File: config.mk
export PLATFORM = sky130hd
export DESIGN_NAME = link_serializer
export DESIGN_NICKNAME = d
export VERILOG_FILES = /design/src/rtl/link_serializer.sv
export SDC_FILE = /design/constraint.sdc
export NUM_CORES = 1
export LEC_CHECK = 0
export ABC_AREA = 0
export CAP_MARGIN = 20
export CORE_MARGIN = 4
export CORE_UTILIZATION = 50
export CTS_CLUSTER_DIAMETER = 60
export DETAILED_ROUTE_END_ITERATION = 10
export HOLD_SLACK_MARGIN = 0.06
export PLACE_DENSITY_LB_ADDON = 0.15
export SLEW_MARGIN = 20
export SYNTH_ARGS = -nofsm -noshare
export SYNTH_HDL_FRONTEND = slang
export SYNTH_SLANG_ARGS = --single-unit
File: constraint.sdc
create_clock -name clk -period 2.3 [get_ports clk]
set_clock_uncertainty 0.1 [all_clocks]
set_input_delay 0.23 -clock clk [delete_from_list [all_inputs] [get_ports clk]]
set_output_delay 0.23 -clock clk [all_outputs]
set_load 0.1 [all_outputs]
File: src/rtl/link_serializer.sv
// ---------------------------------------------------------------------------
// link_serializer
//
// Converts one parallel flit from the routing logic into a serial frame:
//   start bit (1), FLIT_W data bits LSB first, optional even-parity bit.
// A flit is captured on acceptance and held until the frame has gone out.
// Downstream backpressure (channel_busy) only delays the start of a frame.
// Once the start bit is on the wire the frame always runs to completion.
//
// Optional feature macro: LINK_PARITY_EN. When defined, an even-parity bit
// (XOR of all flit bits) is appended after the data bits.
//
// Ports:
//   clk          - router clock, rising edge
//   reset        - asynchronous, active-high
//   req          - flit-transfer request from routing logic
//   parallel_in  - flit, valid while req=1
//   tx_busy      - high from acceptance until the frame has ended
//   channel_busy - receiver backpressure, sampled only while waiting to start
//   serial_out   - registered serial line, 0 when idle
//   tx_active    - high from the start bit through the last frame bit
//   sent_count   - completed frames, 16-bit wrapping
// ---------------------------------------------------------------------------

`ifndef HDR_SZ
`define HDR_SZ 2
`endif
`ifndef PL_SZ
`define PL_SZ 4
`endif
`ifndef ADDR_SZ
`define ADDR_SZ 2
`endif

module link_serializer #(
    parameter int FLIT_W = (`HDR_SZ + `PL_SZ + `ADDR_SZ)
) (
    input  logic              clk,
    input  logic              reset,
    input  logic              req,
    input  logic [FLIT_W-1:0] parallel_in,
    output logic              tx_busy,
    input  logic              channel_busy,
    output logic              serial_out,
    output logic              tx_active,
    output logic [15:0]       sent_count
);

    // Counter must be able to hold FLIT_W itself: it counts bits already driven.
    localparam int CNT_W = $clog2(FLIT_W + 1);

`ifdef LINK_PARITY_EN
    typedef enum logic [1:0] {IDLE, ARB, DATA, PAR} state_t;
`else
    typedef enum logic [1:0] {IDLE, ARB, DATA} state_t;
`endif

    state_t             state;
    logic [FLIT_W-1:0]  shreg;
    logic [CNT_W-1:0]   bit_cnt;

`ifdef LINK_PARITY_EN
    logic               parity_bit;

    // Even parity: the appended bit makes the total count of ones even.
    function automatic logic even_parity(input logic [FLIT_W-1:0] flit);
        return ^flit;
    endfunction
`endif

    always_ff @(posedge clk or posedge reset) begin
        if (reset) begin
            state      <= IDLE;
            serial_out <= 1'b0;
            tx_active  <= 1'b0;
            tx_busy    <= 1'b0;
            sent_count <= 16'd0;
            shreg      <= '0;
            bit_cnt    <= '0;
`ifdef LINK_PARITY_EN
            parity_bit <= 1'b0;
`endif
        end else begin
            case (state)
                IDLE: begin
                    serial_out <= 1'b0;
                    // Registered tx_busy gates acceptance, so a req at the
                    // edge where tx_busy falls cannot be taken.
                    if (req && !tx_busy) begin
                        shreg   <= parallel_in;
                        tx_busy <= 1'b1;
                        state   <= ARB;
`ifdef LINK_PARITY_EN
                        parity_bit <= even_parity(parallel_in);
`endif
                    end
                end

                ARB: begin
                    if (channel_busy) begin
                        serial_out <= 1'b0;
                    end else begin
                        serial_out <= 1'b1;   // start bit
                        tx_active  <= 1'b1;
                        bit_cnt    <= '0;
                        state      <= DATA;
                    end
                end

                DATA: begin
                    if (bit_cnt == CNT_W'(FLIT_W)) begin
`ifdef LINK_PARITY_EN
                        serial_out <= parity_bit;
                        state      <= PAR;
`else
                        serial_out <= 1'b0;
                        tx_active  <= 1'b0;
                        tx_busy    <= 1'b0;
                        sent_count <= sent_count + 16'd1;
                        state      <= IDLE;
`endif
                    end else begin
                        serial_out <= shreg[0];
                        shreg      <= shreg >> 1;
                        bit_cnt    <= bit_cnt + CNT_W'(1);
                    end
                end

`ifdef LINK_PARITY_EN
                PAR: begin
                    serial_out <= 1'b0;
                    tx_active  <= 1'b0;
                    tx_busy    <= 1'b0;
                    sent_count <= sent_count + 16'd1;
                    state      <= IDLE;
                end
`endif

                default: begin
                    serial_out <= 1'b0;
                    tx_active  <= 1'b0;
                    tx_busy    <= 1'b0;
                    state      <= IDLE;
                end
            endcase
        end
    end

endmodule

==> qor.yml, run 1 <==
outcome:
  status: "finished, final reports clean"
routing:
  num_vias: 1336
  routedWlPerCell_um: 13.95
  wl_met1_mm: 1.551
  top_layer: "met4"
  drtIter0Drc: 93
  ant_nets: 0
  viasPerCell: 5.498
  drc: 0
  wl_met2_mm: 1.654
  wirelength_mm: 3.391
  dr.pass1.iters: 5
  wl_met3_um: 143
layout:
  nets: 215
  finalNonFillerCells: 243
  antenna_cells: 0
  drive_gt1_share_pct: 19.29
  mostFrequentLayoutCell: "dfrtp_1"
  mostFrequentLayoutCells: "33 x dfrtp_1, 23 x buf_4, 15 x nor2_1"
  fillers: 290
  area_growth_pct: 21.23
worst_setup_path:
  rr_startpoint: "bit_cnt[0]"
  rrSetupSlack_ns: 0.30
  worst-path-stages: 6
  worstSetupPathType: "flop to flop"
  required_ns: 2.42
  end_kind: "flop"
  reg2reg_depth: 6
  path_max_fanout: 10
  path_cells: "inv_1, ha_1, and3b_1, nor2_8, a221oi_4, mux2_4"
  cp_top_family: "simple AND/OR/NAND/NOR gates"
  crit_arrival_ns: 2.12
  critPathMaxStageDelay_ns: 0.44
  start_kind: "flop"
  rr_endpoint: "state[1]"
  crit_path_start: "bit_cnt[0]"
  slowest_stage: "dfrtp_1"
  cp.buffers_inverters: 1
  cp-endpoint: "state[1]"
clock_tree:
  cts_hold_buf: 0
  cts_repair_resize_count: 0
  postCtsSetupBuffers: 0
  cts_tree: "built"
  cts_buffers: 5
  clock_path_buffers: 2
  cts-root-buf: "clkbuf_4"
  path_clk_slew_ns: 0.11
  clock_sinks: 33
  htreeDepth: 2
  worstSkewPairLatency_ns: 0.34
synth:
  synth-seq-cells: 33
  avgSynthCellArea_um2: 10.79
  synthDistinctLibCells: 40
  seq_area_frac_synth_pct: 47.83
  syn_nets: 179
  synthCells: 160
  synthesis.area_um2: 1727
  ys_warn_count: 0
die:
  core_area_um2: 3337
  dieWidth_um: 66.77
  rows: 21
  ios: 31
  fp.dieH_um: 66.77
  dieArea_um2: 4458
  initial_core_util_pct: 51.74
power_and_ir_drop:
  p_comb_share_pct: 45.4
  p_int_mw: 1.179
  p_per_area_nw_per_um2: 969.9
  ir_drop_mv: 0.7274
  p_leak_nw: 0.9802
  p_seq_share_pct: 38.9
  sw_frac_of_total_pct: 41.92
  switchingPower_uw: 851.1
  pwr-share-clk_pct: 15.7
timing:
  hold_ws_ns: 0.1811
  period_minus_slack_ns: 1.997
  worstMarginPinSlew_ns: 0.4279
  setup_violations: 0
  max_freq_mhz: 500.7
  maxSlewViolCount: 0
  hold_violations: 0
  timing.slew.headroom_pct: 71.48
  fin_crit_sh_pct: 86.84
  fin_tns_setup_ns: 0
  rsz0062_at_grt: "false"
global_routing:
  grt_first_pass_wirelength_mm: 5.685
  grt_pass1_vias: 1303
  track_usage_pct: 16.74
  grt_max_degree: 34
  grt-ovfl-total: 0
  antenna_found_initial: 0
placement:
  place_inst: 235
  io_buffers: 30
  place_congestion: 0.8002
  dp_hpwl_mm: 2.409
worst_hold_path:
  min_path_type: "input port to async pin"
flow_run:
  drv_cap: 0
==> worst reg2reg max path, delay by kind of cell, from the launching register on <==
kind                       cells  cell delay [ns]
muxes                          1             0.32
AOI/OAI and AO/OA              1             0.23
buffers and inverters          1             0.08
adders and majority gates      1             0.18
and+or+nand+nor                2             0.53
DFF                            1             0.44
==> per-layer routing <==
metal  GRT usage (%)  vias to the layer above
li1                -                      643
met1           21.07                      657
met2           27.23                       30
met3           4.047                        6
met4           7.107                        0
met5               0                        -
==> power groups by stage <==
| stage | logic [mW] | clock network [mW] | registers [mW] |
|---|---|---|---|
| 2_1_floorplan | 0.569 | 0 | 0.946 |
| 3_3_place_gp | 0.899 | 0 | 0.793 |
| 3_5_place_dp | 0.919 | 0 | 0.800 |
| 4_1_cts | 0.927 | 0.333 | 0.789 |
| 5_1_grt | 1.00 | 0.355 | 0.805 |
| 6_report | 0.922 | 0.319 | 0.790 |
==> sequential cells by signal, indices dropped and copies added, names as in the netlist <==
signal / cells
sent_count: 16
serial_out: 1
bit_cnt: 4
tx_active: 1
shreg: 8
state: 2
tx_busy: 1
==> cell usage after synthesis (all sizes together) <==
cell type / count / area (um2)
nand3b: 2 / 15.01
a2bb2oi: 1 / 8.760
nand3: 6 / 30.03
o22ai: 6 / 37.54
a21oi: 7 / 35.03
xnor2: 8 / 70.07
and3b: 2 / 17.52
nand2: 8 / 30.03
o32a: 2 / 20.02
a221oi: 1 / 26.28
xor2: 7 / 61.31
and3: 2 / 12.51
ha: 7 / 87.58
nor3: 2 / 15.01
mux2: 2 / 26.27
buf: 4 / 25.02
dfrtp: 33 / 825.8
inv: 9 / 33.78
mux2i: 1 / 10.01
and2: 1 / 6.260
and4b: 1 / 10.01
o21ai: 6 / 33.78
a22oi: 1 / 7.510
a311o: 1 / 10.01
nand2b: 3 / 18.77
nor3b: 1 / 7.510
o2bb2ai: 7 / 61.31
and4: 2 / 17.52
a32o: 1 / 10.01
a22o: 2 / 17.52
nor2b: 2 / 12.51
clkbuf: 1 / 3.750
nand4: 5 / 46.29
nor2: 16 / 76.32
==> logic make-up (layout without fill, tap and decap cells) <==
| family | Yosys count | in the layout | share of synthesized area, % |
|---|---|---|---|
| AO/OA/AOI/OAI | 35 | 35 | 15.51 |
| XOR/XNOR | 15 | 15 | 7.609 |
| adder cells (fa/ha/maj) | 7 | 7 | 5.072 |
| buffers and inverters | 14 | 51 | 3.623 |
| flip-flops | 33 | 33 | 47.83 |
| multiplexers | 3 | 3 | 2.101 |
| AND/OR/NAND/NOR | 53 | 53 | 18.26 |
==> layout make-up <==
class / instances / area (um2) / share of cell area (%)
Multi-Input combinational cell: 113 / 838.3 / 40.05
Timing Repair Buffer: 34 / 282.8 / 13.51
Inverter: 9 / 33.78 / 1.614
Tap cell: 46 / 57.56 / 2.750
Clock buffer: 5 / 37.54 / 1.793
Clock inverter: 3 / 17.52 / 0.8368
Sequential cell: 33 / 825.8 / 39.45
==> how the worst min path moves through the flow <==
stage	startpoint	end	slack, ns	depth (start not counted)
floorplan	reset	bit_cnt[0]	0.26	1
global placement	sent_count[15]	sent_count[15]	0.36	1
detailed placement	sent_count[15]	sent_count[15]	0.37	1
CTS	reset	sent_count[15]	0.19	3
global route	reset	shreg[6]	0.23	3
finish	reset	shreg[6]	0.18	3
==> per-stage QoR <==
stage | power (mW) | instance area [um2] | setup WS (ns) | util, %
floorplan | 1.514 | 1727 | 0.1925 | -
global placement | 1.692 | 2038 | 0.3972 | 61.08
detailed placement | 1.719 | 2038 | 0.3336 | 61.08
CTS | 2.049 | 2093 | 0.3131 | 62.73
global route | 2.164 | 2093 | 0.1856 | 62.73
finish | 2.030 | 2093 | 0.3028 | 62.73
Note: power is estimated with default switching activity, not from simulation.
==> run 2, diff against run 1 <==
--- a/config.mk
+++ b/config.mk
@@ -13,6 +13,7 @@
 export DETAILED_ROUTE_END_ITERATION = 10
 export HOLD_SLACK_MARGIN = 0.06
 export PLACE_DENSITY_LB_ADDON = 0.15
+export RECOVER_POWER = 25
 export SLEW_MARGIN = 20
 export SYNTH_ARGS = -nofsm -noshare
 export SYNTH_HDL_FRONTEND = slang
==> qor.yml, run 2 (same netlist as run 1, synthesis figures left out) <==
outcome:
  status: "finished, final reports clean"  # unchanged
timing:
  fin_crit_sh_pct: 86.68  # was 86.84%
  period_minus_slack_ns: 1.994  # was 1.997 ns
  maxSlewViolCount: 0  # unchanged
  hold_violations: 0  # unchanged
  worstMarginPinSlew_ns: 0.8081  # was 0.4279 ns
  rsz0062_at_grt: "false"  # unchanged
  hold_ws_ns: 0.3710  # was 0.1811 ns
  fin_tns_setup_ns: 0  # unchanged
  setup_violations: 0  # unchanged
  max_freq_mhz: 501.6  # was 500.7 MHz
  timing.slew.headroom_pct: 46.13  # was 71.48%
clock_tree:
  htreeDepth: 2  # unchanged
  clock_sinks: 33  # unchanged
  clock_path_buffers: 2  # unchanged
  cts_tree: "built"  # unchanged
  cts_buffers: 5  # unchanged
  cts-root-buf: "clkbuf_4"  # unchanged
  worstSkewPairLatency_ns: 0.33  # was 0.34 ns
  cts_repair_resize_count: 0  # unchanged
  path_clk_slew_ns: 0.12  # was 0.11 ns
  postCtsSetupBuffers: 0  # unchanged
  cts_hold_buf: 0  # unchanged
layout:
  nets: 215  # unchanged
  mostFrequentLayoutCell: "dfrtp_1"  # unchanged
  reg_top3: "sent_count (16), shreg (8), bit_cnt (4)"  # unchanged
  largest_reg_flops: 16  # unchanged
  antenna_cells: 0  # unchanged
  drive_gt1_share_pct: 19.29  # unchanged
  top_register: "sent_count"  # unchanged
  mostFrequentLayoutCells: "33 x dfrtp_1, 22 x buf_4, 15 x nor2_1"  # was 33 x dfrtp_1, 23 x buf_4, 15 x nor2_1
  area_growth_pct: 21.09  # was 21.23%
worst_setup_path:
  path_max_fanout: 10  # unchanged
  crit_arrival_ns: 2.11  # was 2.12 ns
  rrSetupSlack_ns: 0.31  # was 0.30 ns
  cp.buffers_inverters: 1  # unchanged
  reg2reg_depth: 6  # unchanged
  worstSetupPathType: "flop to flop"  # unchanged
  end_kind: "flop"  # unchanged
  start_kind: "flop"  # unchanged
  path_cells: "inv_1, ha_1, and3b_1, nor2_8, a221oi_4, mux2_4"  # unchanged
  rr_endpoint: "state[1]"  # unchanged
  slowest_stage: "dfrtp_1"  # unchanged
  critPathMaxStageDelay_ns: 0.44  # about the same
  cp_top_family: "simple AND/OR/NAND/NOR gates"  # unchanged
  rr_startpoint: "bit_cnt[0]"  # unchanged
  required_ns: 2.41  # was 2.42 ns
die:
  core_area_um2: 3337  # unchanged
  ios: 31  # unchanged
  fp.dieH_um: 66.77  # unchanged
  dieWidth_um: 66.77  # unchanged
  rows: 21  # unchanged
  dieArea_um2: 4458  # unchanged
  initial_core_util_pct: 51.74  # unchanged
placement:
  io_buffers: 30  # unchanged
  place_congestion: 0.8002  # unchanged
  dp_hpwl_mm: 2.409  # unchanged
power_and_ir_drop:
  p_per_area_nw_per_um2: 970.8  # was 969.9 nW/um2
  p_total_mw: 2.030  # about the same
  p_leak_nw: 0.9798  # was 0.9802 nW
  ir_drop_mv: 0.7277  # was 0.7274 mV
global_routing:
  grt_max_degree: 34  # unchanged
  antenna_found_initial: 0  # unchanged
  grt_pass1_vias: 1303  # unchanged
  grt-ovfl-total: 0  # unchanged
  grt_first_pass_wirelength_mm: 5.685  # unchanged
  track_usage_pct: 16.74  # unchanged
routing:
  drc: 0  # unchanged
  routedWlPerCell_um: 14.07  # was 13.95 um
  drtIter0Drc: 78  # was 93
  dr.pass1.iters: 4  # was 5
  num_vias: 1331  # was 1336
  wirelength_mm: 3.419  # was 3.391 mm
  ant_nets: 0  # unchanged
  viasPerCell: 5.477  # was 5.498
worst_hold_path:
  holdPathStages: 3
  hold_start: "parallel_in[1]"
  min_path_type: "input port to flop"  # was input port to async pin
  holdPathEnd: "shreg[1]"
flow_run:
  drv_cap: 0  # unchanged
-- run 2: cell count changes in the layout (fill, tap and decap cells not counted) --
cell and change:
dlygate4sd3_1 +1, clkbuf_2 +1, buf_4 -1, clkdlybuf4s50_1 -1
-- run 2: how the worst max path moves through the flow --
stage | start | to | slack, ns | cells after the start
finish | bit_cnt[0] | state[1] | 0.31 | 6
global route | bit_cnt[0] | state[1] | 0.19 | 6
CTS | bit_cnt[0] | state[1] | 0.31 | 6
detailed placement | bit_cnt[0] | state[1] | 0.33 | 6
global placement | bit_cnt[0] | state[1] | 0.40 | 6
floorplan | sent_count[2] | sent_count[11] | 0.19 | 4
-- run 2: metrics by stage --
stage	setup WS, ns	utilization (%)	cell area, um2	cells
2_1_floorplan	0.1925	-	1727	160
3_3_place_gp	0.3972	61.08	2038	235
3_5_place_dp	0.3336	61.08	2038	235
4_1_cts	0.3131	62.73	2093	243
5_1_grt	0.1856	62.65	2091	243
6_report	0.3064	62.65	2091	243
-- run 2: worst min-delay path, cell delays in order --
cell and delay (ns):
clkdlybuf4s50_1 0.39, o22ai_1 0.10, a21oi_1 0.05
-- run 2: routing by layer --
layer,vias up,share of wire (%),global-route usage (%)
li1,643,-,-
met5,-,0,0
met2,28,48,27.23
met1,653,47,21.07
met3,7,4.4,4.047
met4,0,1.2,7.107
-- run 2: final cells by class --
type | count | area, um2
Timing Repair Buffer | 34 | 280.3
Tap cell | 46 | 57.56
Clock inverter | 3 | 17.52
Multi-Input combinational cell | 113 | 838.3
Sequential cell | 33 | 825.8
Fill cell | 291 | 1246
Clock buffer | 5 | 37.54
Inverter | 9 | 33.78
-- run 2: power by group --
| part | switching (mW) | total, mW | internal [mW] |
|---|---|---|---|
| clock | 0.203 | 0.318 | 0.115 |
| sequential | 0.0931 | 0.789 | 0.696 |
| combinational | 0.555 | 0.922 | 0.367 |
